**src/rtl/n64_button_events.sv**
```systemverilog
// Turns N64 poll results into press/release event words queued in a small FWFT FIFO,
// and keeps the most recent analog stick position.
module n64_button_events #(
  parameter int          DEPTH       = 8,
  parameter logic [15:0] BUTTON_MASK = 16'hFFFF
) (
  input  logic                     PCLK,
  input  logic                     PRESERN,
  input  logic [31:0]              button_data,
  input  logic                     sample_valid,
  input  logic                     clear,
  input  logic                     pop,
  output logic [31:0]              event_data,
  output logic                     event_valid,
  output logic [$clog2(DEPTH):0]   event_count,
  output logic                     overflow,
  output logic [15:0]              stick_xy
);

  localparam int            AW       = $clog2(DEPTH);
  localparam logic [AW:0]   L_FULL   = (AW+1)'(DEPTH);
  localparam logic [AW:0]   L_CNT1   = (AW+1)'(1);
  localparam logic [AW-1:0] L_PTR1   = AW'(1);

  logic [31:0]   r_mem [DEPTH];
  logic [AW-1:0] r_wptr;
  logic [AW-1:0] r_rptr;
  logic [AW:0]   r_count;
  logic [15:0]   r_prev_btn;
  logic [15:0]   r_stick;
  logic          r_overflow;

  logic [15:0]   w_cur;
  logic [15:0]   w_press;
  logic [15:0]   w_release;
  logic          w_pop_ok;
  logic          w_push_req;
  logic          w_push_ok;
  logic          w_push_drop;

  assign w_cur       = button_data[31:16] & BUTTON_MASK;
  assign w_press     = w_cur & ~r_prev_btn;
  assign w_release   = ~w_cur & r_prev_btn;
  assign w_pop_ok    = pop && (r_count != '0);
  assign w_push_req  = sample_valid && ((w_press | w_release) != 16'h0);
  // A pop in the same cycle frees a slot, so a full FIFO can still accept the push.
  assign w_push_ok   = w_push_req && ((r_count < L_FULL) || w_pop_ok);
  assign w_push_drop = w_push_req && !w_push_ok;

  always_ff @(posedge PCLK or negedge PRESERN) begin
    if (!PRESERN) begin
      r_prev_btn <= '0;
      r_wptr     <= '0;
      r_rptr     <= '0;
      r_count    <= '0;
      r_overflow <= 1'b0;
      r_stick    <= '0;
    end else if (clear) begin
      r_prev_btn <= '0;
      r_wptr     <= '0;
      r_rptr     <= '0;
      r_count    <= '0;
      r_overflow <= 1'b0;
    end else begin
      if (sample_valid) begin
        r_stick    <= button_data[15:0];
        r_prev_btn <= w_cur;
      end
      if (w_push_drop) r_overflow <= 1'b1;
      if (w_push_ok)   r_wptr <= r_wptr + L_PTR1;
      if (w_pop_ok)    r_rptr <= r_rptr + L_PTR1;
      case ({w_push_ok, w_pop_ok})
        2'b10:   r_count <= r_count + L_CNT1;
        2'b01:   r_count <= r_count - L_CNT1;
        default: ;
      endcase
    end
  end

  always_ff @(posedge PCLK) begin
    if (!clear && w_push_ok) r_mem[r_wptr] <= {w_press, w_release};
  end

  assign event_valid = (r_count != '0);
  assign event_data  = event_valid ? r_mem[r_rptr] : 32'h0;
  assign event_count = r_count;
  assign overflow    = r_overflow;
  assign stick_xy    = r_stick;

endmodule

```
**config.mk**
```make
export PLATFORM = sky130hd
export DESIGN_NAME = n64_button_events
export DESIGN_NICKNAME = d
export VERILOG_FILES = /design/src/rtl/n64_button_events.sv
export SDC_FILE = /design/constraint.sdc
export NUM_CORES = 1
export LEC_CHECK = 0
export ABC_AREA = 1
export BUFFER_PORTS_ARGS = -buffer_cell sky130_fd_sc_hd__buf_2
export CORE_UTILIZATION = 48
export CTS_CLUSTER_SIZE = 30
export DETAILED_ROUTE_END_ITERATION = 7
export GPL_TIMING_DRIVEN = 0
export PLACE_DENSITY = 0.66
export REMOVE_ABC_BUFFERS = 1
export SYNTH_ARGS = -nofsm -noshare
export SYNTH_HDL_FRONTEND = slang
export SYNTH_SLANG_ARGS = --single-unit
```
**constraint.sdc**
```tcl
create_clock -name PCLK -period 4.1 [get_ports PCLK]
set_clock_uncertainty 0.15 [all_clocks]
set_input_delay 0.41 -clock PCLK [delete_from_list [all_inputs] [get_ports PCLK]]
set_output_delay 0.41 -clock PCLK [all_outputs]
set_load 0.01 [all_outputs]
```
==> qor.txt, run 1 <==
min cycle time layout - 3700 ps
Fmax - 270 MHz
clk slew on worst S/H paths - 60 ps
largest net degree at the start of global routing - 72
drc violations - 0
Port Buffer Count - 90
Detailed Routing Iterations Pass 1 - 5
HPWL after DPL - 14600 um
DR iter-0 viols - 737
synth top area cells - edfxtp_1 63%, dfrtp_1 8.8%, o21ai_0 6.6%
Final Max Tran Viols - 0
layout cells sized above 1 - 17.6%
via count - 7763
FP Rows - 58
synthesized instance count - 967
Sink Count - 299
Power Dens Cells - 587 nW/um^2
Clock power frac - 33.4%
final core utilization - 57.5%
Crit. End Element - output port
initial antenna violation count - 0
Clock Root Buffer - clkbuf_16
top cell type's share of synthesized area - 62.7%
synth unique cells - 39
worst r2r src - event_count[3]$_DFFE_PN0P_
Worst Setup SP - r_rptr[0]$_DFFE_PN0P_
Antenna Violating Nets Remaining - 0
Slew @ Worst Pin - 1110 ps
Worst Path Arrival - 3140 ps
worst hold endpoint - r_prev_btn[5]$_DFFE_PN0P_
Worst slew margin - 25.8%
ys async rst share - 14.4%
cts bufs inserted - 31
min-delay src - button_data[21]
boundary pin count - 91
Top FF cell, synth - edfxtp_1
yosys warns - 0
RD Place Congestion - 0.766
Switching Fraction - 30.4%
cell taking the most area after synthesis - edfxtp_1
period utilization - 90.3%
setup violators final - 0
core footprint - 25100 sq um
sequential share of power - 42.5%
outcome - finished, final reports clean
die width - 162 um
worst skew pair latency - 550 ps
DR vias/cell - 5.48
Mapped Area - 12300 sq um
WL/cell - 18.9 um
P&R area growth vs syn - 17.9%
type of the tightest min-delay check - in -> reg
flops & latches, synth - 299
R2R cell count - 8
Max Cap Violations - 0
R2R Setup Slk - 610 ps
Crit Path Class - reg -> out
GRT overflow - 0
WHS Path Cells - 3
most frequent cell after synthesis - edfxtp_1
Net Sw Power - 2.58 mW
H-tree Lvls - 1
vias in the first global route - 7664
Peak VDD IR - 0.000409 V
most frequent cells after synthesis - 256 x edfxtp_1, 208 x nor2_1, 162 x o21ai_0
internal power - 5.90 mW
Hold Vio Cnt, Final - 0
clk buf depth - 3
Die Ht - 162 um
ANT cells - 0
CTS tree - done
post-CTS setup buffer count - 0
Routed WL - 26900 um
Avg Cell Area, Syn - 12.7 sq um
worst r2r dst - r_mem[1][19]$_DFFE_PP_
Nets - 1136
sequential area share after synthesis - 71.5%
number of flops mapped to enable cells by yosys - 256
maximum fanout along the worst path - 67
Initial Utilization - 48.8%
Startpoint Class - flip-flop
RSZ-0062 raised after global routing - no
hold_ws - 20.0 ps
Total GRT Usage - 21.0%
combinational power share - 24.1%
Leakage - 5.33 nW
first-pass GRT wire length - 41800 um
die area - 26200 sq um
Worst EP required - 3540 ps
## metal layers
layer | share of wire (%) | GRT usage (%) | vias up
li1 | - | - | 3668
met1 | 44 | 28.8 | 3764
met2 | 47 | 34.1 | 273
met3 | 6.4 | 3.40 | 58
met4 | 3.0 | 7.16 | 0
met5 | 0 | 0 | -
## cell families after synthesis
kind of cell	synth area share, %
flip-flops	71.5
AO/OA/AOI/OAI	11.4
AND/OR/NAND/NOR	8.10
buffers and inverters	3.50
adder cells (fa/ha/maj)	3.68
multiplexers	1.55
XOR/XNOR	0.214
## worst max-delay path, stage by stage (launching register included)
cell and delay, ps:
dfrtp_4 750, inv_4 610, buf_16 310, o21ai_0 120, o22ai_1 120, o21ai_0 90, a31oi_1 330, buf_2 200
## state kept, by name, indices dropped and copies added (netlist names)
signal / flops
r_wptr: 3
overflow: 1
stick_xy: 16
r_rptr: 3
r_prev_btn: 16
r_mem: 256
event_count: 4
## final cells by class
type / instances / area (sq um)
Sequential cell: 299 / 8770
Inverter: 49 / 189
Multi-Input combinational cell: 561 / 3120
Clock inverter: 14 / 175
Timing Repair Buffer: 121 / 913
Fill cell: 2012 / 10700
Clock buffer: 43 / 861
Tap cell: 330 / 413
## per-stage QoR
step / total power, mW / setup slack [ps] / instances / instance area, sq um / setup TNS (ps)
after floorplan: 4.84 / -505 / 909 / 12000 / -16150
after global placement: 5.62 / -3840 / 1329 / 12900 / -424820
after detailed placement: 5.70 / 571 / 1342 / 13200 / 0
after CTS: 8.52 / 446 / 1417 / 14400 / 0
after global routing: 8.87 / 244 / 1417 / 14400 / 0
final: 8.48 / 396 / 1417 / 14400 / 0
## how the worst max path moves through the flow
stage	endpoint	slack (ps)
final	event_data[11]	400
after global routing	event_data[11]	240
after CTS	event_data[11]	450
after detailed placement	r_mem[1][19]$_DFFE_PP_	570
after global placement	event_data[7]	-3840
after floorplan	event_data[0]	-510
## timing repair
item                                    4_1_cts  5_1_grt
hold buffers                                 18        0
endpoints found under the setup margin        0        0
hold endpoints to repair                     60        0
resized for setup                             0        0
## power by group through the flow
stage | clock network [mW] | logic, mW | registers [mW]
after detailed placement | 0 | 2.04 | 3.66
final | 2.83 | 2.05 | 3.60
after global routing | 2.98 | 2.28 | 3.62
after global placement | 0 | 1.86 | 3.76
after CTS | 2.86 | 2.07 | 3.60
after floorplan | 0 | 1.15 | 3.68
## cell usage in the layout, fill, tap and decap left out, types with 15 or more instances in the layout
| cell type | n |
|---|---|
| dlygate4sd3_1 | 18 |
| ha_1 | 36 |
| inv_1 | 42 |
| clkbuf_16 | 31 |
| a31oi_1 | 32 |
| nand2_1 | 28 |
| mux2_2 | 15 |
| edfxtp_1 | 256 |
| o21ai_0 | 162 |
| nor2_1 | 200 |
| dfrtp_1 | 41 |
| buf_2 | 90 |
| o22ai_1 | 48 |
No activity file was read; power rests on OpenSTA's default activity.
==> run 2: changes to the inputs <==
--- a/config.mk
+++ b/config.mk
@@ -6,12 +6,11 @@
 export NUM_CORES = 1
 export LEC_CHECK = 0
 export ABC_AREA = 1
-export BUFFER_PORTS_ARGS = -buffer_cell sky130_fd_sc_hd__buf_2
 export CORE_UTILIZATION = 48
 export CTS_CLUSTER_SIZE = 30
 export DETAILED_ROUTE_END_ITERATION = 7
+export DONT_BUFFER_PORTS = 1
 export GPL_TIMING_DRIVEN = 0
-export PLACE_DENSITY = 0.66
 export REMOVE_ABC_BUFFERS = 1
 export SYNTH_ARGS = -nofsm -noshare
 export SYNTH_HDL_FRONTEND = slang
==> run 2 against run 1 <==
Compared with the run above:
- design area fell by 2.3%
- critical path depth unchanged
- flip-flop and latch count did not move
- largest cell class unchanged
- sequential share of layout area up 1.4 points
- total power is 4.4% lower
- critical endpoint is now event_data[26]
- worst hold slack better by 33 ps
- final cell count down 5.1%
- worst setup slack lost 110 ps
==> qor.txt, run 2 (same netlist as run 1, synthesis figures left out) <==
Routed WL - 27500 um (+2.3%)
Final Max Tran Viols - 0 (unchanged)
drc violations - 0 (unchanged)
Tot Pwr - 8.10 mW (-4.4%)
Nets - 1063 (-6.4%)
WL/cell - 20.4 um (+7.7%)
min-delay src - clear
Detailed Routing Iterations Pass 1 - 5 (unchanged)
core footprint - 25100 sq um (unchanged)
clk slew on worst S/H paths - 60 ps (about the same)
Worst EP required - 3540 ps (about the same)
Hold Vio Cnt, Final - 0 (unchanged)
worst r2r dst - r_mem[2][1]$_DFFE_PP_
first-pass GRT wire length - 42100 um (+0.86%)
ANT cells - 0 (unchanged)
DR iter-0 viols - 692 (-6.1%)
DR vias/cell - 5.54 (+1.2%)
commonest non-fill, non-tap cell in the layout - edfxtp_1
Worst Path Arrival - 3250 ps (+110 ps)
vias in the first global route - 7367 (-3.9%)
CTS tree - done
setup violators final - 0 (unchanged)
die width - 162 um (unchanged)
min cycle time layout - 3810 ps (+107 ps)
die area - 26200 sq um (unchanged)
Total GRT Usage - 21.3% (+0.32 points)
maximum fanout along the worst path - 84 (+25%)
H-tree Lvls - 1 (unchanged)
Startpoint Class - flip-flop
FP Rows - 58 (unchanged)
post-CTS setup buffer count - 0 (unchanged)
Worst slew margin - 23.9% (-1.9 points)
largest net degree at the start of global routing - 85 (+18%)
most frequent cells in the layout - 256 x edfxtp_1, 200 x nor2_1, 162 x o21ai_0, 48 x o22ai_1, 42 x inv_1
Crit. End Element - output port
Power Dens Cells - 574 nW/um^2 (-2.2%)
clk buf depth - 3 (unchanged)
R2R Setup Slk - 500 ps (-110 ps)
layout cells sized above 1 - 9.95% (-7.6 points)
M2 GR Usage - 33.7% (-0.35 points)
worst skew pair latency - 550 ps (about the same)
boundary pin count - 91 (unchanged)
Initial Utilization - 48.8% (unchanged)
worst hold endpoint - overflow$_DFFE_PN0P_
GRT overflow - 0 (unchanged)
period utilization - 93.0% (+2.6 points)
Sink Count - 299 (unchanged)
Biggest register - r_mem
Layout Cells excl Fill - 1345 (-5.1%)
WHS Path Cells - 2 (-1)
M1 GR Usage - 30.2% (+1.4 points)
type of the tightest min-delay check - in -> reg
Clock Root Buffer - clkbuf_16
outcome - finished, final reports clean
Antenna Violating Nets Remaining - 0 (unchanged)
P&R area growth vs syn - 15.2%
placed insts - 1252 (-6.7%)
max reg flops - 256 (unchanged)
GRT Max-Usage Layer - met2
Port Buffer Count - 0 (-100%)
Die Ht - 162 um (unchanged)
worst r2r src - event_count[0]$_DFFE_PN0P_
Peak VDD IR - 0.000407 V (-0.64%)
RSZ-0062 raised after global routing - no
Max Cap Violations - 0 (unchanged)
initial antenna violation count - 0 (unchanged)
via count - 7454 (-4.0%)
Crit Path Class - reg -> out
Fmax - 262 MHz (-2.8%)
R2R cell count - 8 (unchanged)
Slew @ Worst Pin - 1140 ps (+27.8 ps)
RD Place Congestion - 0.722 (-5.8%)
global-route met3 utilization - 4.34% (+0.94 points)
cts bufs inserted - 31 (unchanged)
Leakage - 5.01 nW (-6.1%)
HPWL after DPL - 14500 um (-0.97%)
## run 2: final cells by class
| class | count | area, sq um |
|---|---|---|
| clock buffer | 46 | 892 |
| sequential | 299 | 8770 |
| multi-input combinational | 561 | 3120 |
| fill | 2099 | 11000 |
| inverter | 49 | 189 |
| timing repair buffer | 48 | 643 |
| tap | 330 | 413 |
| clock inverter | 12 | 86.3 |
## run 2: metal layers
metal	wire, um	part of all wire, %	vias to the layer above
met4	422	1.5	0
li1	-	-	3529
met2	12800	47	213
met1	12500	46	3676
met3	1720	6.3	36
met5	0	0	-
## run 2: through the flow
step	hold WS, ps	utilization, %	setup TNS [ps]	area (sq um)	worst slack (ps)
4_1_cts	36.1	56.2	0	14100	224
3_5_place_dp	-34.5	50.8	0	12800	467
6_report	53.4	56.2	0	14100	289
5_1_grt	72.6	56.2	0	14100	10.4
2_1_floorplan	-35.6	-	-16150	12000	-505
3_3_place_gp	-34.3	49.5	-512160	12400	-3860
## run 2: critical path, stage by stage (launching register included)
cell,delay [ps]
dfrtp_4,770
buf_16,330
inv_4,400
buf_16,360
o21ai_0,130
o22ai_1,150
o21ai_1,70
a31oi_1,440
## run 2: how the worst max path moves through the flow
stage	from	endpoint	slack, ps	cells after the start
floorplan	r_rptr[0]$_DFFE_PN0P_	event_data[0]	-510	5
global placement	r_rptr[0]$_DFFE_PN0P_	event_data[10]	-3860	5
detailed placement	event_count[0]$_DFFE_PN0P_	r_mem[0][3]$_DFFE_PP_	470	8
CTS	r_rptr[0]$_DFFE_PN0P_	event_data[26]	220	7
global route	r_rptr[0]$_DFFE_PN0P_	event_data[26]	10	7
finish	r_rptr[0]$_DFFE_PN0P_	event_data[26]	290	7
## run 2: where the power goes
group | switching, mW | internal, mW
Clock | 1.11 | 1.56
Combinational | 1.23 | 0.573
Sequential | 0.180 | 3.45
Total | 2.52 | 5.58
## run 2: what timing repair did
action                                 in CTS  in global routing
resized for setup                           0                  0
hold buffers                               35                  0
endpoints found under the hold margin      79                  0
